==> src/rtl/mips_pkg.sv <==
// Shared MIPS definitions: instruction width, NOP encoding, default program image and fetch-buffer states.
// The image is consumed by instr_rom_sync in both the constant-table and IMEM_LOAD_EN builds.
package mips_pkg;

    localparam int INSTR_W = 32;
    localparam logic [INSTR_W-1:0] NOP = 32'h0000_0000;

    typedef enum logic [1:0] {EMPTY, ONE, TWO} imem_state_t;

    function automatic logic [INSTR_W-1:0] imem_init(input int unsigned idx);
        logic [INSTR_W-1:0] word;
        case (idx)
            0:       word = 32'h8c01_0001;
            1:       word = 32'h8c02_0002;
            2:       word = 32'h8c03_0003;
            3:       word = 32'h8c04_0004;
            4:       word = 32'h8c05_0005;
            5:       word = 32'h8c06_0006;
            6:       word = 32'h8c07_0007;
            7:       word = 32'h8c08_0008;
            8:       word = 32'h8c09_0009;
            9:       word = 32'h8c0a_000a;
            10:      word = 32'h0022_0018;
            11:      word = 32'h0064_0018;
            12:      word = 32'h00a6_0018;
            30:      word = 32'h8c1e_001e;
            31:      word = 32'h8c1f_001f;
            default: word = NOP;
        endcase
        return word;
    endfunction

    // Lets the top substitute its own NOP_WORD for holes in the image.
    function automatic logic imem_has(input int unsigned idx);
        return (idx <= 12) || (idx == 30) || (idx == 31);
    endfunction

endpackage

==> src/rtl/instr_rom_sync_skid.sv <==
// Response skid buffer for instr_rom_sync: output register plus one skid entry, FIFO order.
// Independent of IMEM_LOAD_EN; W carries the data word with its error flag.
module rsp_skid_buf
    import mips_pkg::*;
#(
    parameter int           W         = 33,
    parameter logic [W-1:0] RESET_VAL = '0
) (
    input  logic         i_clk,
    input  logic         i_rst,
    input  logic         i_inValid,
    output logic         o_inReady,
    input  logic [W-1:0] i_inData,
    output logic         o_outValid,
    input  logic         i_outReady,
    output logic [W-1:0] o_outData
);

    imem_state_t r_state;
    imem_state_t w_nextState;
    logic [W-1:0] r_or;
    logic [W-1:0] r_sk;
    logic w_push;
    logic w_pop;

    assign w_push = i_inValid & o_inReady;
    assign w_pop  = o_outValid & i_outReady;

    always_ff @(posedge i_clk) begin
        if (i_rst) begin
            r_state <= EMPTY;
        end else begin
            r_state <= w_nextState;
        end
    end

    always_comb begin
        w_nextState = r_state;
        case (r_state)
            EMPTY:   if (w_push) w_nextState = ONE;
            ONE: begin
                if (w_push && !w_pop)      w_nextState = TWO;
                else if (w_pop && !w_push) w_nextState = EMPTY;
            end
            TWO:     if (w_pop) w_nextState = ONE;
            default: w_nextState = EMPTY;
        endcase
    end

    always_comb begin
        o_inReady  = (r_state != TWO);
        o_outValid = (r_state != EMPTY);
        o_outData  = r_or;
    end

    // The skid entry only fills when the output register is occupied and not draining.
    always_ff @(posedge i_clk) begin
        if (i_rst) begin
            r_or <= RESET_VAL;
            r_sk <= RESET_VAL;
        end else begin
            case (r_state)
                EMPTY: if (w_push) r_or <= i_inData;
                ONE: begin
                    if (w_push && w_pop) r_or <= i_inData;
                    else if (w_push)     r_sk <= i_inData;
                end
                TWO:   if (w_pop) r_or <= r_sk;
                default: ;
            endcase
        end
    end

endmodule

==> src/rtl/instr_rom_sync.sv <==
// Registered instruction memory with valid/ready fetch and skid-buffered responses.
// Define IMEM_LOAD_EN for a writable register array with a load port; otherwise a constant ROM.
module instr_rom_sync
    import mips_pkg::*;
#(
    parameter int                DATA_W   = 32,
    parameter int                ADDR_W   = 5,
    parameter int                DEPTH    = 32,
    parameter logic [DATA_W-1:0] NOP_WORD = '0
) (
    input  logic              clk,
    input  logic              rst,
    input  logic              req_valid,
    output logic              req_ready,
    input  logic [ADDR_W-1:0] req_addr,
    output logic              rsp_valid,
    input  logic              rsp_ready,
    output logic [DATA_W-1:0] rsp_data,
    output logic              rsp_err
`ifdef IMEM_LOAD_EN
    ,
    input  logic              ld_en,
    input  logic [ADDR_W-1:0] ld_addr,
    input  logic [DATA_W-1:0] ld_data
`endif
);

    localparam int IDX_W = (DEPTH > 1) ? $clog2(DEPTH) : 1;
    localparam logic [ADDR_W:0] DEPTH_LIM = (ADDR_W + 1)'(DEPTH);

    logic              w_reqInRange;
    logic [IDX_W-1:0]  w_reqIdx;
    logic [DATA_W-1:0] w_memWord;
    logic [DATA_W-1:0] w_rdWord;
    logic [DATA_W:0]   w_outEntry;

    function automatic logic [DATA_W-1:0] imageWord(input int unsigned idx);
        return imem_has(idx) ? DATA_W'(imem_init(idx)) : NOP_WORD;
    endfunction

    // Full-width compare so addresses beyond DEPTH never alias onto real words.
    assign w_reqInRange = ({1'b0, req_addr} < DEPTH_LIM);
    assign w_reqIdx     = req_addr[IDX_W-1:0];

`ifdef IMEM_LOAD_EN
    logic [DATA_W-1:0] r_mem [DEPTH];
    logic              w_ldInRange;
    logic [IDX_W-1:0]  w_ldIdx;

    assign w_ldInRange = ({1'b0, ld_addr} < DEPTH_LIM);
    assign w_ldIdx     = ld_addr[IDX_W-1:0];

    // Reads sample the array before this edge's write lands, so a same-address read sees the old word.
    always_ff @(posedge clk) begin
        if (rst) begin
            for (int i = 0; i < DEPTH; i++) begin
                r_mem[i] <= imageWord(i);
            end
        end else if (ld_en && w_ldInRange) begin
            r_mem[w_ldIdx] <= ld_data;
        end
    end

    assign w_memWord = r_mem[w_reqIdx];
`else
    assign w_memWord = imageWord(32'(w_reqIdx));
`endif

    assign w_rdWord = w_reqInRange ? w_memWord : NOP_WORD;

    rsp_skid_buf #(
        .W         (DATA_W + 1),
        .RESET_VAL ({1'b0, NOP_WORD})
    ) u_skid (
        .i_clk      (clk),
        .i_rst      (rst),
        .i_inValid  (req_valid),
        .o_inReady  (req_ready),
        .i_inData   ({!w_reqInRange, w_rdWord}),
        .o_outValid (rsp_valid),
        .i_outReady (rsp_ready),
        .o_outData  (w_outEntry)
    );

    assign rsp_err  = w_outEntry[DATA_W];
    assign rsp_data = w_outEntry[DATA_W-1:0];

endmodule

==> config.mk <==
export PLATFORM = sky130hd
export DESIGN_NAME = instr_rom_sync
export DESIGN_NICKNAME = d
export VERILOG_FILES = /design/src/rtl/mips_pkg.sv /design/src/rtl/instr_rom_sync_skid.sv /design/src/rtl/instr_rom_sync.sv
export SDC_FILE = /design/constraint.sdc
export NUM_CORES = 1
export LEC_CHECK = 0
export BUFFER_PORTS_ARGS = -buffer_cell sky130_fd_sc_hd__buf_2
export CAP_MARGIN = 20
export CORE_ASPECT_RATIO = 0.75
export CORE_MARGIN = 8
export CORE_UTILIZATION = 52
export DETAILED_ROUTE_END_ITERATION = 7
export MAX_ROUTING_LAYER = met4
export PLACE_DENSITY = 0.82
export SLEW_MARGIN = 20
export SYNTH_ARGS = -nofsm -noshare
export SYNTH_HDL_FRONTEND = slang
export SYNTH_SLANG_ARGS = --single-unit
==> constraint.sdc <==
create_clock -name clk -period 2 [get_ports clk]
set_input_delay 0.4 -clock clk [delete_from_list [all_inputs] [get_ports clk]]
set_output_delay 0.4 -clock clk [all_outputs]
set_load 0.05 [all_outputs]
# ---- Yosys cells after proc, flatten, opt, wreduce, memory -nomap -nowiden
# Memories as Yosys holds them, arrays and structs flattened.
# Cells that the tools add are included.
dict set report word_totals {
  regBits 67
  latch_bits 0
  mem_bits_rw 0
  rom_bits 512
  inputBits 9
  output_inout_bits 35
  word_cells 40
  n_memories 1
}
# memory words word_bits rd rd_clocked_by_memory_dff write_ports line
set mem_list {}
lappend mem_list {{(name not given)} 32 16 1 0 0 mips_pkg.sv:12} ;# case (idx)
dict set report op_classes {
  add_sub_neg 0
  mul 0
  n_div 0
  n_lt_le_gt_ge 1
  n_eq_ne 9
  shift 0
  muxes 10
  n_bitwise 3
  n_reduce_logical 13
}
# cell count
set ops {}
lappend ops {{2-to-1 mux 33 bit} 3}
lappend ops {{one-hot mux 33 bit (3 select lines)} 1}
lappend ops {{2-to-1 mux 32 bit} 1}
lappend ops {{== test 5 bit, second input constant} 2}
lappend ops {{2-to-1 mux 2 bit} 4}
lappend ops {{inequality test 2 x 1 -> 1 bit, second input constant} 3}
lappend ops {{one-hot mux 2 bit (3 select lines)} 1}
lappend ops {{AND reduction 3 bit} 2}
lappend ops {{less-or-equal comparator 5 x 4 -> 1 bit, second input constant} 1}
lappend ops {{AND reduction 4 bit} 1}
lappend ops {{logical AND 1 bit} 3}
lappend ops {{inequality test 3 x 1 -> 1 bit, second input constant} 1}
lappend ops {{nonzero test 3 bit} 1}
lappend ops {{bitwise AND 1 bit} 2}
lappend ops {{== test 2 x 1 -> 1 bit, second input constant} 1}
lappend ops {{== test 2 bit, second input constant} 1}
lappend ops {{zero test 1 bit} 2}
lappend ops {{zero test 2 bit} 1}
lappend ops {{logical OR 1 bit} 2}
lappend ops {{inequality test 2 bit, second input constant} 1}
lappend ops {{nonzero test 2 bit} 1}
lappend ops {{inverter 1 bit} 1}

# ---- Longest topological paths before layout
# Gate-level depths: netlist (run 1).
dict set report logic_depth {
  ltp_word 7
  ltp_mapped 7
  mapped_depth_nobuf 6
}

# ---- By module
# Synthesis (run 1) repeated with hierarchy kept, for this count alone.
dict set report unflattened {
  hier_cells 376
  area_unflattened_um2 3469.6
}
# mod instances cells_each area_per_inst_um2 seq_area_each_um2
set modules_own_cells {}
lappend modules_own_cells {rsp_skid_buf 1 317 3072.9 1361.3}
lappend modules_own_cells {instr_rom_sync 1 59 396.6 0.0}

# ---- Least setup slack after synthesis (run 1)
# Ideal clock, no wire load.
dict set report synth_path {
  path_kind {input to register}
  from {input req_addr[0]}
  to {register u_skid.r_or[27] (netlist: u_skid.o_outData[27])}
  setup_ns 0.086
  arrival_time_ns 1.443
  t_required_ns 1.914
  path_slack_ns 0.471
  path_stages 7
  path_buffers 1
  cell_sequence {inv_1 -> ha_1 -> and3b_1 -> o22ai_4 -> buf_6 -> nand3_1 -> a211oi_1}
}
dict set report synth_between {
  elab_chain_len 6
  elab_cells_between_ends 10
  cone_classes {1 x order compare; 2 x eq/ne; 4 x mux; 2 x reduce/logical; 1 x memory}
}
# item line
set synth_lines {}
lappend synth_lines {{from (decl)} instr_rom_sync.sv:15} ;# input logic [ADDR_W-1:0] req_addr,
lappend synth_lines {{parallel branches: the longest is 3 deep, another holds memory read (32 x 16 bit)} n/a}
lappend synth_lines {{2-to-1 mux 32 bit *} instr_rom_sync.sv:38} ;# return imem_has(idx) ? DATA_W'(imem_init(idx)) : NOP_WORD;
lappend synth_lines {{2-to-1 mux 33 bit, on equally long branches} {instr_rom_sync_skid.sv:65, instr_rom_sync_skid.sv:63}}
lappend synth_lines {{one-hot mux 33 bit (3 select lines) *} instr_rom_sync_skid.sv:62} ;# case (r_state)
lappend synth_lines {{to (signal assigned)} instr_rom_sync_skid.sv:63} ;# EMPTY: if (w_push) r_or <= i_inData;
lappend synth_lines {{to (signal assigned)} instr_rom_sync_skid.sv:65} ;# if (w_push && w_pop) r_or <= i_inData;
lappend synth_lines {{to (signal assigned)} instr_rom_sync_skid.sv:68} ;# TWO: if (w_pop) r_or <= r_sk;
lappend synth_lines {{to (decl)} instr_rom_sync_skid.sv:21} ;# logic [W-1:0] r_or;
# Every way passes the cells marked *. The select of a mux whose other input is x is not followed.
# A chain may end at the register's enable or synchronous reset.

# ---- Worst setup path after layout (run 1)
dict set report layout_path {
  from {register u_skid.r_state[1]}
  to {output req_ready}
}
dict set report layout_between {
  elab_chain_len 1
}
# item line
set layout_lines {}
lappend layout_lines {{from (decl)} instr_rom_sync_skid.sv:19} ;# imem_state_t r_state;
lappend layout_lines {{from (signal assigned)} instr_rom_sync_skid.sv:33} ;# r_state <= w_nextState;
lappend layout_lines {{inequality test 2 bit} instr_rom_sync_skid.sv:51} ;# o_inReady = (r_state != TWO);
lappend layout_lines {{to (decl)} instr_rom_sync.sv:14} ;# output logic req_ready,
# No other way between the ends.

==> results of run 1 <==
-- per-stage QoR --
| stage | cell area (um^2) | hold slack (ns) | power (mW) | setup slack [ns] |
|---|---|---|---|---|
| after floorplan | 1740 | 0.429 | 0.968 | 0.471 |
| after global placement | 1740 | 0.436 | 1.00 | 0.217 |
| after detailed placement | 1740 | 0.443 | 1.01 | 0.122 |
| after CTS | 1790 | 0.389 | 1.35 | 0.215 |
| after global routing | 1790 | 0.404 | 1.41 | 0.124 |
| final | 1790 | 0.395 | 1.34 | 0.210 |
-- logic make-up (layout without fill, tap and decap cells) --
family	count (synthesis)	after routing	share of synthesized area (%)
compound gates	50	50	21.8
fa+ha+maj	5	5	3.73
buf+inv	37	40	14.3
flops	28	28	33.4
mux	2	2	1.19
other cells	1	17	0.223
simple gates	83	83	25.4
-- area by class of cell --
type                       count  share of cell area, %
clock buffer                   4                   3.07
inverter                       5                   1.05
multi-input combinational    157                   52.4
sequential                    28                   31.3
tap                           40                   2.80
timing repair buffer          31                   9.36
-- worst paths after layout --
check,to,slack [ns],start
max,req_ready,0.21,u_skid.r_state[1]
min,u_skid.r_state[1],0.40,rsp_ready
max reg2reg,u_skid.r_sk[1],0.49,u_skid.r_state[0]
min reg2reg,u_skid.r_sk[17],0.45,u_skid.r_sk[17]
-- per-layer routing --
| metal | track usage, % | wire, um | up-vias |
|---|---|---|---|
| met3 | 3.54 | 212 | 2 |
| li1 | - | - | 726 |
| met1 | 16.2 | 1630 | 671 |
| met2 | 23.0 | 1760 | 33 |
| met4 | 2.40 | 10 | 0 |
| met5 | - | 0 | - |
-- report_power, final --
group | internal (mW) | switching, mW | leakage (nW)
logic | 0.0932 | 0.297 | 0.518
clock network | 0.176 | 0.172 | 0.0288
registers | 0.586 | 0.0179 | 0.229
-- cell usage after synthesis, types with 2 or more instances --
cell type	number
dfxtp_1	28
buf_4	24
nor2_1	22
nand2_1	21
a21oi_1	16
nand3_1	13
a211oi_1	8
o21ai_0	8
nor2b_1	6
nor3_1	6
ha_1	5
clkbuf_1	4
a211oi_2	3
buf_2	3
inv_1	3
nand2b_1	3
o311ai_0	3
a311oi_1	2
inv_2	2
mux2i_1	2
nand3b_1	2
nor4b_1	2
-- registers in the layout, indices dropped and copies added, names as in the netlist --
| signal | count |
|---|---|
| u_skid.r_state | 2 |
| u_skid.o_outData | 13 |
| u_skid.r_sk | 13 |
==> reports/metrics.cfg, run 1 <==
[status]
outcome = finished, final reports clean

[clock_network]
cts_buffers = 3
post-cts-setup-buffers = 0
root_buffer = clkbuf_8
clk_path_buf_depth = 2
cts_resized = 0
insertion_delay_ns = 0.27
cts_tree = built
postCtsHoldBufs = 0
clkTransAtPathRegs_ns = 0.09
htree_levels = 1
cts.sinks = 28

[floorplan]
start_util_pct = 52.5
die_w_um = 81.6
die_y_um = 65.2
fp.dieArea_um2 = 5320
coreArea_um2 = 3200
rows = 18
io_pins = 44

[yosys]
synth_area_leaders = dfxtp_1 33%, buf_4 11%, nor2_1 4.9%, a21oi_1 4.8%, nand2_1 4.7%
yosysWarnings = 0
ys_async_sr_fraction_pct = 0
synthesis.instances = 206
ys_seq_elements = 28
synth_edf_count = 0
synth-main-ff-cell = dfxtp_1
ys_types = 42
ys_seq_area_share_pct = 33.4
avgSynthCellArea_um2 = 8.15
synth_area_leader_cell = dfxtp_1
synth_top_area_share_pct = 33.4
synth_area_um2 = 1680

[cells_and_area]
n_antenna_cell = 0
area_growth_pct = 6.63
regArea_um2 = 561
final_core_util_pct = 56.0
stdcell_count = 265
mostFrequentLayoutCells = 28 x dfxtp_1, 26 x buf_2, 22 x nor2_1, 21 x nand2_1, 17 x conb_1
fin_nets = 240
multi_input_area_um2 = 938
final_common_cell = dfxtp_1
fillers = 319
drive_above_1_share_pct = 20.4

[setup_path]
crit_buf_inv = 2
required_ns = 1.60
slowest_stage = dfxtp_1
reg2reg_depth = 5
cp_top_family = flip-flops
critical_path.cell_chain = nor2b_1 -> inv_2 -> buf_2
crit_type = reg -> out
endpoint_kind = output port
path_depth = 3
crit_arrival_ns = 1.39
crit_path_max_incr_delay_ns = 0.50
cp_max_fo = 13
crit_path_start_kind = register

[pwr]
p_per_area_nw_per_um2 = 750
ir_drop_uv = 541
leakage_nw = 0.775

[drt]
dr.first_iter.drc_count = 99
drt_first_pass_iters = 4
avgViaCountPerCell = 5.40
drc = 0
wl_per_cell_um = 13.6
routed_wl_um = 3610
vias = 1432
ant_nets = 0

[timing]
grt_setup_unrepaired = false
maxSlewViolCount = 0
setup_viol = 0
tightest_slew_ns = 0.544
post-route-min-period_ns = 1.79
slew_headroom_pct = 63.7
post-route-period-util_pct = 89.5
final_hold_viol_count = 0
tns_ns = 0
max_freq_mhz = 559
finClkSkew_ns = 0.00339

[global_routing]
grt_max_degree = 30
grt_pass1_wl_um = 5820
grt_pass1_vias = 1295
grt_overflow_total = 0
track_usage_pct = 13.7
antenna_found_initial = 0

[place]
dp.cells = 261
portBuffers = 26
dp_hpwl_um = 2730
routabilityCongestion = 0.880

[hold_path]
hold_path_depth = 2
hold_class = in -> reg

[job]
maxCapViolCount = 0

Note: power is estimated with default switching activity, not from simulation.
==> run 2, diff against run 1 <==
- CORE_UTILIZATION: 52 -> 53
- PLACE_DENSITY: 0.82 -> 0.77
- SYNTH_HIERARCHICAL: not set -> 1
==> reports/metrics.cfg, run 2 <==
[yosys]
synthMuxAreaShare_pct = 9.81
synth-xor-area-share_pct = 0
synth_area_leader_cell = dfxtp_1
synth-main-ff-cell = dfxtp_1
synth_area_um2 = 3470
avgSynthCellArea_um2 = 9.23
synth-simple-area-share_pct = 13.2
synth_top_family_by_area = compound AO/OA/AOI/OAI gates
synth_fa_ha_area_share_pct = 1.80
synth_area_leaders = dfxtp_1 39%, a211oi_2 11%, mux2i_1 9.8%, a211oi_1 8.4%, nand2_1 7.6%
synthesis.instances = 376
ys_seq_elements = 68
synth_compound_area_share_pct = 28.5
ys_seq_area_share_pct = 39.2
ys_types = 39
yosysWarnings = 6
ys_top_cells_by_count = 70 x nand2_1, 68 x dfxtp_1, 39 x a211oi_1, 37 x a21oi_1, 34 x mux2i_1
synth_top_area_share_pct = 39.2
synth_most_common_cell = nand2_1
synth_edf_count = 0
ys_async_sr_fraction_pct = 0

[pwr]
p_per_area_nw_per_um2 = 882
comb_power_share_pct = 19.5
p_int_mw = 2.53
pwr-share-clk_pct = 39.3
switching_share_pct = 29.2
seqPwrFrac_pct = 41.2
ir_drop_uv = 413
p_sw_mw = 1.04
leakage_nw = 1.76

[timing]
grt_setup_unrepaired = false
finClkSkew_ns = 0.00617
worst_slack_ns = 0.206
post-route-min-period_ns = 1.79
max_freq_mhz = 558
final_hold_viol_count = 0
setup_viol = 0
tns_ns = 0
maxSlewViolCount = 0
post-route-period-util_pct = 89.7
tightest_slew_ns = 0.547
slew_headroom_pct = 63.5

[hold_path]
min_from = rsp_ready
worstHoldEndpoint = u_skid/r_state[1]
hold_path_depth = 2
hold_class = in -> reg

[clock_network]
clk_path_buf_depth = 2
clkTransAtPathRegs_ns = 0.07
root_buffer = clkbuf_8
postCtsHoldBufs = 0
cts_tree = built
insertion_delay_ns = 0.34
cts_resized = 0
post-cts-setup-buffers = 0
cts.sinks = 68
cts_buffers = 9
htree_levels = 3

[setup_path]
r2r-end = u_skid/o_outData[3]
required_ns = 1.60
slowest_stage = dfxtp_1
crit_type = reg -> out
critical_path.cell_chain = nand2b_2 -> buf_2
endpoint_kind = output port
crit_path_max_incr_delay_ns = 0.47
cp_max_fo = 9
crit_arrival_ns = 1.39
rrSetupSlack_ns = 0.41
reg2reg_depth = 3
crit_path_start_kind = register
r2r_start = u_skid/r_state[1]

[cells_and_area]
mostFrequentLayoutCells = 70 x nand2_1, 68 x dfxtp_1, 43 x buf_2, 39 x a211oi_1, 37 x a21oi_1
stdcell_count = 521
n_antenna_cell = 0
final_core_util_pct = 64.1
drive_above_1_share_pct = 24.3
regArea_um2 = 1360
fin_nets = 449
area_growth_pct = 16.8
fillers = 521
final_common_cell = nand2_1
multi_input_area_um2 = 1990

[floorplan]
die_w_um = 109
io_pins = 44
fp.dieArea_um2 = 9420
die_y_um = 86.1
coreArea_um2 = 6320
start_util_pct = 54.9
rows = 25

[drt]
drt_first_pass_iters = 4
wl_per_cell_um = 15.4
ant_nets = 0
vias = 2862
routed_wl_um = 8040
avgViaCountPerCell = 5.49
drc = 0
dr.first_iter.drc_count = 171

[place]
portBuffers = 43
pre_cts_ws_ns = 0.0173
routabilityCongestion = 0.882
dp.cells = 505
dp_hpwl_um = 5050

[global_routing]
grt_pass1_vias = 2798
grt_max_degree = 69
grt_pass1_wl_um = 13500
grt_overflow_total = 0
antenna_found_initial = 0
track_usage_pct = 18.1

[status]
outcome = finished, final reports clean

[job]
maxCapViolCount = 0

-- run 2: cell count changes in the layout (fill, tap and decap cells not counted), sizes merged, moves of 8 or more --
cell / previous run / this run
clkbuf: 4 / 12
mux2i: 2 / 34
a21oi: 16 / 38
nand3: 13 / 2
a211oi: 11 / 69
nand2: 21 / 70
buf: 31 / 55
nor2: 22 / 5
conb: 17 / 34
dfxtp: 28 / 68
-- run 2: cell families (layout without fill, tap and decap cells) --
family | Yosys count | after routing
AOI/OAI and AO/OA | 124 | 124
and+or+nand+nor | 100 | 100
DFF | 68 | 68
buffers and inverters | 44 | 75
muxes | 34 | 34
adders and majority gates | 5 | 5
other | 1 | 34
-- run 2: worst max path at each step --
stage / from / to / slack [ns]
6_report: u_skid/r_state[0] / req_ready / 0.21
2_1_floorplan: req_addr[0] / u_skid/o_outData[17] / 0.37
5_1_grt: u_skid/r_state[0] / req_ready / 0.13
3_3_place_gp: req_addr[1] / u_skid/o_outData[2] / 0.11
4_1_cts: u_skid/r_state[0] / req_ready / 0.19
3_5_place_dp: req_addr[1] / u_skid/o_outData[2] / 0.02
-- run 2: metrics by stage --
step / area [um^2] / hold slack [ns] / power [mW]
after global routing: 4050 / 0.356 / 3.71
after floorplan: 3590 / 0.436 / 2.06
after detailed placement: 3800 / 0.446 / 2.20
after CTS: 4050 / 0.346 / 3.59
after global placement: 3800 / 0.441 / 2.18
final: 4050 / 0.363 / 3.57
-- run 2: final cells by class --
cell class,count,area share [%]
multi-input combinational,297,49.2
sequential,68,33.6
timing repair buffer,55,8.15
clock buffer,12,3.83
tap,81,2.50
clock inverter,4,2.35
inverter,4,0.370
-- run 2: metal layers --
metal	global-route usage, %	vias to the layer above	routed length [um]
met5	-	-	0
li1	-	1435	-
met2	27.5	75	3760
met3	5.99	4	485
met1	22.7	1348	3730
met4	4.52	0	55
-- run 2: worst max-delay path: cells and delay by family, from the launching register on --
family                 cells  cell delay (ns)
buffers and inverters      1             0.30
flip-flops                 1             0.47
AND/OR/NAND/NOR            1             0.28
-- run 2: power by group through the flow --
| stage | clock network, mW | logic, mW | registers (mW) |
|---|---|---|---|
| after floorplan | 0 | 0.357 | 1.70 |
| after global placement | 0 | 0.686 | 1.50 |
| after detailed placement | 0 | 0.695 | 1.50 |
| after CTS | 1.42 | 0.700 | 1.47 |
| after global routing | 1.48 | 0.746 | 1.48 |
| final | 1.40 | 0.698 | 1.47 |
==> run 3, diff against run 2 <==
--- a/config.mk
+++ b/config.mk
@@ -12,2 +12,3 @@
 export CORE_UTILIZATION = 53
+export CTS_CLUSTER_SIZE = 28
 export DETAILED_ROUTE_END_ITERATION = 7
==> constraint.sdc (replaced) <==
create_clock -name clk -period 2 [get_ports clk]
set_input_delay 0.3 -clock clk [delete_from_list [all_inputs] [get_ports clk]]
set_output_delay 0.3 -clock clk [all_outputs]
set_load 0.05 [all_outputs]
==> reports/metrics.cfg, run 3 (synthesis results as in run 2) <==
[status]
outcome = finished, final reports clean

[drt]
drc = 0
vias = 2904
ant_nets = 0
avgViaCountPerCell = 5.61
drt_first_pass_iters = 5
routed_wl_um = 8050
dr.first_iter.drc_count = 215
wl_per_cell_um = 15.5

[place]
dp_hpwl_um = 5050
dpl_cell_area_um2 = 3790
pre_cts_ws_ns = 0.0890
routabilityCongestion = 0.839
portBuffers = 43

[floorplan]
coreArea_um2 = 6320
start_util_pct = 54.9
die_w_um = 109
fp.dieArea_um2 = 9420
rows = 25
die_y_um = 86.1
io_pins = 44

[hold_path]
hold_class = in -> reg
min_from = rsp_ready

[pwr]
ir_drop_uv = 382
leakage_nw = 1.73
power_mw = 3.29
p_per_area_nw_per_um2 = 825

[timing]
finClkSkew_ns = 0.00800
whs_ns = 0.248
final_hold_viol_count = 0
tightest_slew_ns = 0.529
slew_headroom_pct = 64.7
max_freq_mhz = 523
setup_viol = 0
tns_ns = 0
worst_slack_ns = 0.0892
post-route-period-util_pct = 95.5
post-route-min-period_ns = 1.91
maxSlewViolCount = 0
grt_setup_unrepaired = false

[clock_network]
root_buffer = clkbuf_8
clk_path_buf_depth = 2
cts_resized = 0
postCtsHoldBufs = 0
post-cts-setup-buffers = 0
cts_buffers = 9
cts_tree = built
cts.sinks = 68
clkTransAtPathRegs_ns = 0.07
htree_levels = 3
insertion_delay_ns = 0.34

[global_routing]
grt_pass1_wl_um = 13300
track_usage_pct = 18.0
grt_max_degree = 69
antenna_found_initial = 0
grt_overflow_total = 0
grt_pass1_vias = 2683

[cells_and_area]
area_growth_pct = 14.9
n_antenna_cell = 0
fillers = 534
drive_above_1_share_pct = 23.8
final_common_cell = nand2_1
mostFrequentLayoutCells = 70 x nand2_1, 68 x dfxtp_1, 43 x buf_2, 39 x a211oi_1, 37 x a21oi_1
fin_area_um2 = 3990
fin_nets = 448

[setup_path]
cp_max_fo = 34
crit_arrival_ns = 1.61
crit_start = u_skid/r_state[0]
required_ns = 1.70
r2r_start = u_skid/r_state[1]
crit_path_start_kind = register
endpoint_kind = output port
crit_type = reg -> out

[job]
maxCapViolCount = 0

[run 3: changes by cell type in the layout (fill, tap and decap cells not counted)]
cell and delta:
buf_4 -1, bufinv_16 -2
[run 3: report_power, final]
part	switching (mW)	internal [mW]	total, mW	leakage, nW
clock	0.487	0.629	1.12	0.0983
combinational	0.487	0.207	0.695	1.08
sequential	0.0470	1.43	1.48	0.556
[run 3: area by class of cell]
cell class,count,area (um^2),share of cell area [%]
flip-flops and latches,68,1360,34.2
multi-input cells,297,1990,50.0
clock inverters,2,35.0,0.879
inverters,4,15.0,0.377
clock buffers,12,155,3.89
well taps,81,101,2.54
repair buffers,54,323,8.10
[run 3: stage by stage]
stage | utilization (%) | instances
final | 63.1 | 518
after global routing | 63.1 | 518
after detailed placement | 60.1 | 504
after global placement | 60.1 | 504
after floorplan | - | 409
after CTS | 63.1 | 518
[run 3: final timing paths]
path	endpoint	slack, ns	depth (start not counted)
max	req_ready	0.09	3
min	u_skid/r_state[1]	0.25	2
max reg2reg	u_skid/o_outData[3]	0.45	3
min reg2reg	u_skid/r_sk[20]	0.45	2
[run 3: metal layers]
metal	vias up	wire, um	track usage (%)
met4	0	76	5.13
li1	1432	-	-
met5	-	0	-
met1	1376	3810	22.4
met3	8	455	4.94
met2	88	3710	27.9
[run 3: worst max-delay path, stage by stage, from the launching register on]
cell and delay [ns]:
dfxtp_1 0.48, nand2b_2 0.21, buf_12 0.26, buf_2 0.32
